## src/rtl/instr_fetch_queue.sv

```systemverilog
// instr_fetch_queue: sequential instruction prefetch ahead of decode.
// Issues word fetches under a credit limit of DEPTH (queued + in-flight).
// Buffers in-order responses with their fetch PC in a small queue.
// Hands instructions to decode over a valid/ready pair.
// A branch redirect flushes the queue and drains stale in-flight words.
// Optional: define FETCH_PERF_EN to add perf_fetched_o / perf_dropped_o counters.
`timescale 1ns/1ps

module instr_fetch_queue #(
  parameter int unsigned DEPTH    = 4,
  parameter logic [31:0] RESET_PC = 32'h0000_0000
) (
  input  logic        clk_i,
  input  logic        rst_i,
  output logic        imem_req_o,
  output logic [31:0] imem_addr_o,
  input  logic        imem_rvalid_i,
  input  logic [31:0] imem_rdata_i,
  input  logic        redirect_i,
  input  logic [31:0] redirect_pc_i,
  output logic        instr_valid_o,
  input  logic        instr_ready_i,
  output logic [31:0] instr_o,
  output logic [31:0] instr_pc_o,
  output logic        proto_err_o
`ifdef FETCH_PERF_EN
  ,
  output logic [31:0] perf_fetched_o,
  output logic [31:0] perf_dropped_o
`endif
);

  localparam int unsigned PTR_W = $clog2(DEPTH);
  localparam int unsigned CNT_W = $clog2(DEPTH) + 1;
  localparam logic [CNT_W:0]   DEPTH_LIM = (CNT_W + 1)'(DEPTH);
  localparam logic [PTR_W-1:0] PTR_ONE   = PTR_W'(1);
  localparam logic [CNT_W-1:0] CNT_ONE   = CNT_W'(1);

  typedef enum logic {
    S_FETCH = 1'b0,
    S_DRAIN = 1'b1
  } state_t;

  // Word-align a redirect target; the two byte-offset bits are discarded.
  function automatic logic [31:0] align_pc(input logic [29:0] word_addr);
    return {word_addr, 2'b00};
  endfunction

  // Sequential successor of a fetch address, wrapping modulo 2^32.
  function automatic logic [31:0] next_pc(input logic [31:0] pc);
    return pc + 32'd4;
  endfunction

  state_t           state_q, state_d;
  logic [31:0]      fetch_pc_q, fetch_pc_d;
  logic [CNT_W-1:0] occ_q, occ_d;
  logic [CNT_W-1:0] outst_q, outst_d;
  logic [CNT_W-1:0] drop_q, drop_d;
  logic [PTR_W-1:0] q_rd_q, q_wr_q;
  logic [PTR_W-1:0] pcq_rd_q, pcq_wr_q;
  logic             proto_err_q;

  logic [31:0]      q_instr [DEPTH];
  logic [31:0]      q_pc    [DEPTH];
  logic [31:0]      pcq     [DEPTH];

  logic             head_valid;
  logic             pop;
  logic             resp_ok;
  logic             req;
  logic             push;
  logic             discard;
  logic             flush;
  logic [CNT_W:0]   credit_used;
  logic [CNT_W-1:0] occ_after_pop;

  // Byte-offset bits of the redirect target carry no information.
  logic             unused_redirect_lsb;
  assign unused_redirect_lsb = ^redirect_pc_i[1:0];

  assign head_valid    = (occ_q != '0);
  assign pop           = head_valid & instr_ready_i;
  assign resp_ok       = imem_rvalid_i & (outst_q != '0);
  assign occ_after_pop = occ_q - CNT_W'(pop);
  assign credit_used   = {1'b0, occ_after_pop} + {1'b0, outst_q};

  // Next-state, request/push decisions and counter updates.
  always_comb begin
    state_d    = state_q;
    fetch_pc_d = fetch_pc_q;
    occ_d      = occ_q;
    outst_d    = outst_q;
    drop_d     = drop_q;
    req        = 1'b0;
    push       = 1'b0;
    flush      = 1'b0;

    case (state_q)
      S_FETCH: begin
        if (!redirect_i) begin
          // A pop this cycle frees its slot, so a request may issue alongside it.
          req  = (credit_used < DEPTH_LIM);
          push = resp_ok;
        end
      end
      S_DRAIN: begin
        req  = 1'b0;
        push = 1'b0;
      end
      default: begin
        req  = 1'b0;
        push = 1'b0;
      end
    endcase

    if (req) begin
      fetch_pc_d = next_pc(fetch_pc_q);
    end
    outst_d = outst_q + CNT_W'(req) - CNT_W'(resp_ok);

    if (redirect_i) begin
      // Everything still in flight after this cycle's response is stale.
      flush      = 1'b1;
      fetch_pc_d = align_pc(redirect_pc_i[31:2]);
      drop_d     = outst_d;
      state_d    = (outst_d != '0) ? S_DRAIN : S_FETCH;
    end else if ((state_q == S_DRAIN) && resp_ok) begin
      drop_d = drop_q - CNT_ONE;
      if (drop_q == CNT_ONE) begin
        state_d = S_FETCH;
      end
    end

    if (flush) begin
      occ_d = '0;
    end else begin
      occ_d = occ_q + CNT_W'(push) - CNT_W'(pop);
    end
  end

  assign discard = resp_ok & ~push;

  // FSM state register.
  always_ff @(posedge clk_i) begin
    if (rst_i) begin
      state_q <= S_FETCH;
    end else begin
      state_q <= state_d;
    end
  end

  // Control state: fetch address, occupancy/credit counters, pointers, error flag.
  always_ff @(posedge clk_i) begin
    if (rst_i) begin
      fetch_pc_q  <= RESET_PC;
      occ_q       <= '0;
      outst_q     <= '0;
      drop_q      <= '0;
      q_rd_q      <= '0;
      q_wr_q      <= '0;
      pcq_rd_q    <= '0;
      pcq_wr_q    <= '0;
      proto_err_q <= 1'b0;
    end else begin
      fetch_pc_q <= fetch_pc_d;
      occ_q      <= occ_d;
      outst_q    <= outst_d;
      drop_q     <= drop_d;
      if (req) begin
        pcq_wr_q <= pcq_wr_q + PTR_ONE;
      end
      if (resp_ok) begin
        pcq_rd_q <= pcq_rd_q + PTR_ONE;
      end
      if (push) begin
        q_wr_q <= q_wr_q + PTR_ONE;
      end
      if (flush) begin
        q_rd_q <= q_wr_q;
      end else if (pop) begin
        q_rd_q <= q_rd_q + PTR_ONE;
      end
      if (imem_rvalid_i && (outst_q == '0)) begin
        proto_err_q <= 1'b1;
      end
    end
  end

  // Queue and PC-FIFO storage; contents are qualified by the pointers above.
  always_ff @(posedge clk_i) begin
    if (req) begin
      pcq[pcq_wr_q] <= fetch_pc_q;
    end
    if (push) begin
      q_instr[q_wr_q] <= imem_rdata_i;
      q_pc[q_wr_q]    <= pcq[pcq_rd_q];
    end
  end

  assign imem_req_o    = req & ~rst_i;
  assign imem_addr_o   = imem_req_o ? fetch_pc_q : 32'h0;
  assign instr_valid_o = head_valid & ~rst_i;
  assign instr_o       = instr_valid_o ? q_instr[q_rd_q] : 32'h0;
  assign instr_pc_o    = instr_valid_o ? q_pc[q_rd_q] : 32'h0;
  assign proto_err_o   = proto_err_q & ~rst_i;

`ifdef FETCH_PERF_EN
  logic [31:0] perf_fetched_q;
  logic [31:0] perf_dropped_q;
  logic [31:0] flushed_cnt;

  // Entries flushed by a redirect, excluding one delivered in the same cycle.
  assign flushed_cnt = redirect_i ? 32'(occ_after_pop) : 32'h0;

  // Delivered and discarded instruction counters.
  always_ff @(posedge clk_i) begin
    if (rst_i) begin
      perf_fetched_q <= 32'h0;
      perf_dropped_q <= 32'h0;
    end else begin
      if (pop) begin
        perf_fetched_q <= perf_fetched_q + 32'd1;
      end
      perf_dropped_q <= perf_dropped_q + flushed_cnt + 32'(discard);
    end
  end

  assign perf_fetched_o = rst_i ? 32'h0 : perf_fetched_q;
  assign perf_dropped_o = rst_i ? 32'h0 : perf_dropped_q;
`else
  logic unused_discard;
  assign unused_discard = discard;
`endif

endmodule

```

## config.mk

```make
export PLATFORM = sky130hd
export DESIGN_NAME = instr_fetch_queue
export DESIGN_NICKNAME = d
export VERILOG_FILES = /design/src/rtl/instr_fetch_queue.sv
export SDC_FILE = /design/constraint.sdc
export NUM_CORES = 1
export LEC_CHECK = 0
export ABC_AREA = 1
export CAP_MARGIN = 20
export CORE_ASPECT_RATIO = 1.4
export CORE_MARGIN = 3
export CORE_UTILIZATION = 30
export CTS_CLUSTER_DIAMETER = 60
export DETAILED_ROUTE_END_ITERATION = 8
export SYNTH_ARGS = -nofsm -noshare
export SYNTH_HDL_FRONTEND = slang
export SYNTH_SLANG_ARGS = --single-unit
```

## constraint.sdc

```tcl
create_clock -name clk_i -period 5.45 [get_ports clk_i]
set_clock_uncertainty 0.1 [all_clocks]
set_input_delay 1.09 -clock clk_i [delete_from_list [all_inputs] [get_ports clk_i]]
set_output_delay 1.09 -clock clk_i [all_outputs]
set_load 0.005 [all_outputs]
```

==> results of run 1 <==
[worst register-to-register path, delay by kind of cell, from the launching register on]
| family | cells | cell delay, ns |
|---|---|---|
| xor gates and xnor gates | 3 | 0.51 |
| adders and majority gates | 6 | 1.43 |
| buffers and inverters | 6 | 0.67 |
| DFF | 1 | 0.35 |
| and+or+nand+nor | 7 | 0.81 |
[synthesized netlist by cell type (all sizes together) (19+ instances only)]
master    n
nand3    49
o21ai   222
inv     100
nand2   147
ha       19
nor2    394
o22ai    30
buf      39
clkbuf   48
a21oi    93
dfxtp    53
edfxtp  368
[flip-flops by register name (all words and copies together) (netlist names), named ones only]
name,cells
q_instr,128
pcq_rd_q,2
q_rd_q,2
pcq,120
proto_err_q,1
pcq_wr_q,2
q_pc,120
occ_q,3
outst_q,3
q_wr_q,2
drop_q,3
fetch_pc_q,30
state_q,1
[cell families (layout without fill, tap and decap cells)]
logic type | after synthesis | in the layout | synth area share
compound gates | 353 | 353 | 0.104
xor+xnor | 14 | 14 | 0.00695
fa+ha+maj | 21 | 21 | 0.0157
buf+inv | 188 | 371 | 0.0448
flops | 421 | 421 | 0.687
other cells | 1 | 4 | 0.000213
simple gates | 604 | 604 | 0.142
[per-stage QoR]
| stage | setup slack [ns] | power [uW] | std cells | util |
|---|---|---|---|---|
| after floorplan | 0.892 | 5000 | 1605 | - |
| after global placement | 0.482 | 5490 | 2450 | 0.347 |
| after detailed placement | 0.455 | 5550 | 2450 | 0.347 |
| after CTS | 0.432 | 8500 | 2530 | 0.371 |
| after global routing | 0.238 | 8810 | 2530 | 0.371 |
| final | 0.470 | 8400 | 2530 | 0.371 |
[layer usage]
metal | vias up | GRT usage
li1 | 5824 | -
met1 | 5737 | 0.171
met2 | 343 | 0.248
met3 | 82 | 0.0216
met4 | 0 | 0.0584
met5 | - | 0
[placed cells by master, fill, tap and decap left out, types with 3 or more instances in the layout]
master and count:
clkbuf_1 5, inv_2 4, nor3_1 3, dfxtp_1 51
ha_1 19, a31oi_1 5, clkbuf_16 44, inv_1 95
o21ai_1 6, clkinv_2 7, edfxtp_1 368, nand2_1 140
clkinv_4 4, nor2_1 367, buf_4 27, bufinv_16 4
clkinv_1 10, o21ai_0 215, nor2_2 13, nand2_2 5
nand4_1 6, xor2_1 13, nand3_1 47, a21oi_1 91
o22ai_1 30, clkdlybuf4s50_1 161, conb_1 4, nor2_4 13
[layout make-up]
cell class	instances	area [sq um]
inverters	101	382
clock inverters	30	284
flip-flops and latches	421	12100
repair buffers	190	1850
well taps	742	928
clock buffers	50	1130
multi-input cells	996	4790
fillers	5596	36400
[power breakdown]
part           internal, uW  total, uW  switching (uW)
Sequential             3950       4100             147
Clock                  1700       2940            1240
Combinational           426       1360             938
[worst paths after layout]
check,startpoint,end,slack (ns),cells past startpoint
hold / removal,proto_err_q,proto_err_q,0.37,2
setup / recovery,instr_ready_i,imem_addr_o[12],0.47,13
hold reg to reg,proto_err_q,proto_err_q,0.37,2
setup reg to reg,occ_q[1],drop_q[2],1.51,22
==> flow_summary_export.csv, run 1 <==
group,metric,value,unit
outcome,status,"completed",
die,core,57900,sq um
sta,min_period_over_period,0.914,
sta,worst_slew_pin_slew,1.02,ns
die,initial_utilization,0.305,
run,cap_violations,0,
critical_path,critPathRequiredTime,4.26,ns
sta,holdWs,0.369,ns
die,core.rowCount,104,
global_routing,grt_max_degree,62,
die,die_w,211,microns
clocking,cts_made_buffers,43,
synthesis,ys_ff_latch,421,
clocking,cts.sinks,421,
place,io_buffers,161,
global_routing,grt_pass1_vias,11800,
layout,drive_gt1_frac,0.0800,
place,post_dp_cell_area,20100,sq um
global_routing,antenna_found_initial,0,
die,io_pins,168,
global_routing,grt.overflow.total,0,
route,via_per_inst,4.74,
synthesis,avgSynthCellArea,11.0,sq um
synthesis,synth_top_area_cell,"edfxtp_1",
critical_path,critPathCaptureType,"output pin",
synthesis,synth_async_sr_flop_share,0,
clocking,post_cts_buffers,0,
clocking,insertion_delay,0.57,ns
route,vias,12000,
power_and_ir_drop,power_leakage,0.00737,uW
layout,antenna_cells,0,
synthesis,synthCells,1602,
route,drc,0,
critical_path,cp-start-kind,"primary input",
sta,hold_viol_final,0,
route,postRouteAntennaNets,0,
synthesis,ys.flop_type,"edfxtp_1",
synthesis,synth-edff-count,368,
critical_path,critPathBufInv,5,
synthesis,synthDistinctLibCells,39,
clocking,clk_pin_slew,0.06,ns
die,die_y,293,microns
critical_path,critPathKind,"in -> out",
critical_path,cp_slowest_cell,"clkdlybuf4s50_1",
global_routing,gr-usage-all-layers,0.141,
critical_path,crit_path_frequent_cell,"ha_1",
sta,rsz0062_at_grt,"false",
route,drtIter0Drc,691,
synthesis,synth.area.top_cells,"edfxtp_1, nor2_1, o21ai_0",
critical_path,crit_family,"buffers and inverters",
critical_path,arrival,3.79,ns
sta,fmax,201,MHz
critical_path,worstPathMaxFanout,34,
clocking,tritoncts,"built",
clocking,cts_root_buf,"clkbuf_16",
clocking,cts_resized,0,
layout,fin_area,21500,sq um
route,wl,44300,microns
synthesis,syn_area,17600,sq um
sta,slew-limit-headroom,0.322,
synthesis,yosysSeqAreaShare,0.687,
route,met3_length,2030,microns
global_routing,grt_pass1_wl,67500,microns
clocking,cts_max_level,2,
route,wl_per_cell,17.5,microns
route,met1_length,18600,microns
route,drt_first_pass_iters,5,
layout,final_nets,1843,
clocking,cts.path.max_buffers,3,
synthesis,yosysWarnings,0,
power_and_ir_drop,irDropWorstVdd,0.187,mV
layout,area_delta_synth_final,21.8,%
sta,setup_tns,0,ns
worst_hold_path,min_path_type,"reg -> reg",
sta,period_minus_slack,4.98,ns
route,route.met2.wl,22100,microns
critical_path,worst_path_largest_cell_delay,0.52,ns
route,top_layer_used,"met4",
place,hpwl,28200,microns
clocking,ctsHoldBuffers,0,
power_and_ir_drop,power_density,391,nW/um^2
sta,slew_violations,0,
critical_path,crit_chain,"clkdlybuf4s50_1, nand2_1, inv_1, ha_1, ha_1, xor2_1, ha_1, inv_1, nand4_1, nor2_8, inv_4, nor2_1, clkdlybuf4s50_1",
synthesis,synth_top_area_frac,0.627,
sta,final-setup-viol-count,0,
die,dieArea,61800,sq um
place,gp_congestion,0.860,
No activity file was read; power rests on OpenSTA's default activity.
==> run 2, diff against run 1 <==
- CAP_MARGIN: 20 -> default
==> results of run 2 <==
Final layout, timing and power as in run 1 (identical DEF).
==> run 3, diff against run 2 <==
- GPL_TIMING_DRIVEN: default -> 0
- PLACE_DENSITY: default -> 0.5
- SETUP_SLACK_MARGIN: default -> 0.02
==> run 3 against run 2 <==
Effect of this change: count of clock-buffer cells in the layout up 1; maximum frequency down 3.8%; global-route usage up 1.6 points; worst setup slack worse by 0.20 ns; final area up 2.3%.
==> flow_summary_export.csv, run 3 (synthesis results as in run 1) <==
group,metric,value,unit
outcome,status,"completed",
critical_path,worst_path_largest_cell_delay,0.53,ns
die,io_pins,168,
global_routing,gr-usage-all-layers,0.157,
critical_path,critPathRequiredTime,4.26,ns
route,vias,12200,
sta,fmax,193,MHz
place,gp_congestion,0.834,
critical_path,critPathBufInv,6,
power_and_ir_drop,irDropWorstVdd,0.224,mV
run,cap_violations,0,
layout,fin_area,22000,sq um
power_and_ir_drop,power_density,392,nW/um^2
critical_path,arrival,3.99,ns
route,drc,0,
sta,rsz0062_at_grt,"false",
route,wl_per_cell,18.8,microns
layout,area_delta_synth_final,24.7,%
layout,top_register,"q_instr",
critical_path,worstPathMaxFanout,10,
clocking,ctsHoldBuffers,0,
route,via_per_inst,4.68,
layout,final_nets,1917,
sta,hold_viol_final,0,
critical_path,crit_family,"buffers and inverters",
layout,final_cell_mix,"edfxtp_1, nor2_1, o21ai_0",
place,io_buffers,160,
sta,setup_ws,0.272,ns
power_and_ir_drop,power_leakage,0.00758,uW
power_and_ir_drop,power,8630,uW
route,drt_first_pass_iters,5,
layout,final_common_cell,"edfxtp_1",
layout,drive_gt1_frac,0.0832,
place,post_dp_cell_area,20500,sq um
sta,slew-limit-headroom,0.492,
sta,slew_violations,0,
layout,antenna_cells,0,
layout,top_regs,"q_instr: 128 flops, pcq: 120 flops, q_pc: 120 flops",
sta,worst_slew_pin_slew,0.763,ns
sta,period_minus_slack,5.18,ns
die,initial_utilization,0.305,
critical_path,crit_path_frequent_cell,"ha_1",
place,place_ws,0.171,ns
clocking,cts_root_buf,"clkbuf_16",
global_routing,grt.overflow.total,0,
critical_path,crit_chain,"clkdlybuf4s50_1, nand2_1, inv_1, ha_1, ha_1, xor2_1, ha_1, nor2_1, nand4_1, buf_4, nor2_8, inv_4, buf_6, nor2_1, clkdlybuf4s50_1",
clocking,cts.sinks,421,
global_routing,antenna_found_initial,0,
clocking,insertion_delay,0.60,ns
clocking,cts_made_buffers,46,
clocking,clk_pin_slew,0.06,ns
global_routing,grt_max_degree,28,
route,drtIter0Drc,768,
layout,largest_reg_flops,128,
die,die_y,293,microns
route,postRouteAntennaNets,0,
global_routing,grt_pass1_wl,74200,microns
sta,final-setup-viol-count,0,
clocking,tritoncts,"built",
clocking,cts.path.max_buffers,3,
place,hpwl,33500,microns
critical_path,cp-start-kind,"primary input",
die,core,57900,sq um
critical_path,cp_slowest_cell,"clkdlybuf4s50_1",
critical_path,critPathCaptureType,"output pin",
die,dieArea,61800,sq um
clocking,cts_max_level,2,
die,die_w,211,microns
critical_path,critPathKind,"in -> out",
global_routing,grt_pass1_vias,12300,
clocking,cts_resized,0,
route,wl,48900,microns
worst_hold_path,min_path_type,"reg -> reg",
sta,setup_tns,0,ns
sta,min_period_over_period,0.950,
die,core.rowCount,104,
clocking,post_cts_buffers,0,
## run 3: cell count changes in the layout (fill, tap and decap cells not counted), sizes merged
cell	change
buf	+24
clkbuf	+49
clkdlybuf4s50	-1
clkinv	+4
clkinvlp	-1
inv	+1
## run 3: through the flow
stage	instances	hold slack, ns	util
global placement	2507	0.349	0.348
detailed placement	2520	0.356	0.355
global route	2606	0.391	0.380
finish	2606	0.368	0.380
CTS	2605	0.365	0.380
floorplan	1605	0.336	-
## run 3: cell type report
class                      count  area, sq um
tap                          742          928
timing repair buffer         174         1900
clock buffer                  51         1170
inverter                     101          382
fill                        5631        35900
sequential                   421        12100
clock inverter                34          287
multi-input combinational    996         4810
buffer                        87          408
## run 3: path summary, 6_finish.rpt
check | start | end | slack, ns | depth (start not counted)
setup / recovery | instr_ready_i | imem_addr_o[10] | 0.27 | 15
hold / removal | proto_err_q | proto_err_q | 0.37 | 2
setup reg to reg | occ_q[1] | state_q | 1.63 | 23
hold reg to reg | proto_err_q | proto_err_q | 0.37 | 2
## run 3: worst min-delay path, stage by stage (launching register included)
cell,delay (ns)
dfxtp_1,0.30
inv_1,0.06
a21oi_1,0.06
## run 3: power breakdown
part	switching, uW	internal (uW)	total [uW]
Clock	1280	1740	3020
Sequential	133	3950	4090
Combinational	1030	494	1520
## run 3: per-layer routing
layer	vias up	routed length [microns]	GRT usage
li1	5982	-	-
met1	5848	20500	0.191
met2	285	25100	0.283
met3	78	1970	0.0255
met4	0	1320	0.0471
met5	-	0	0
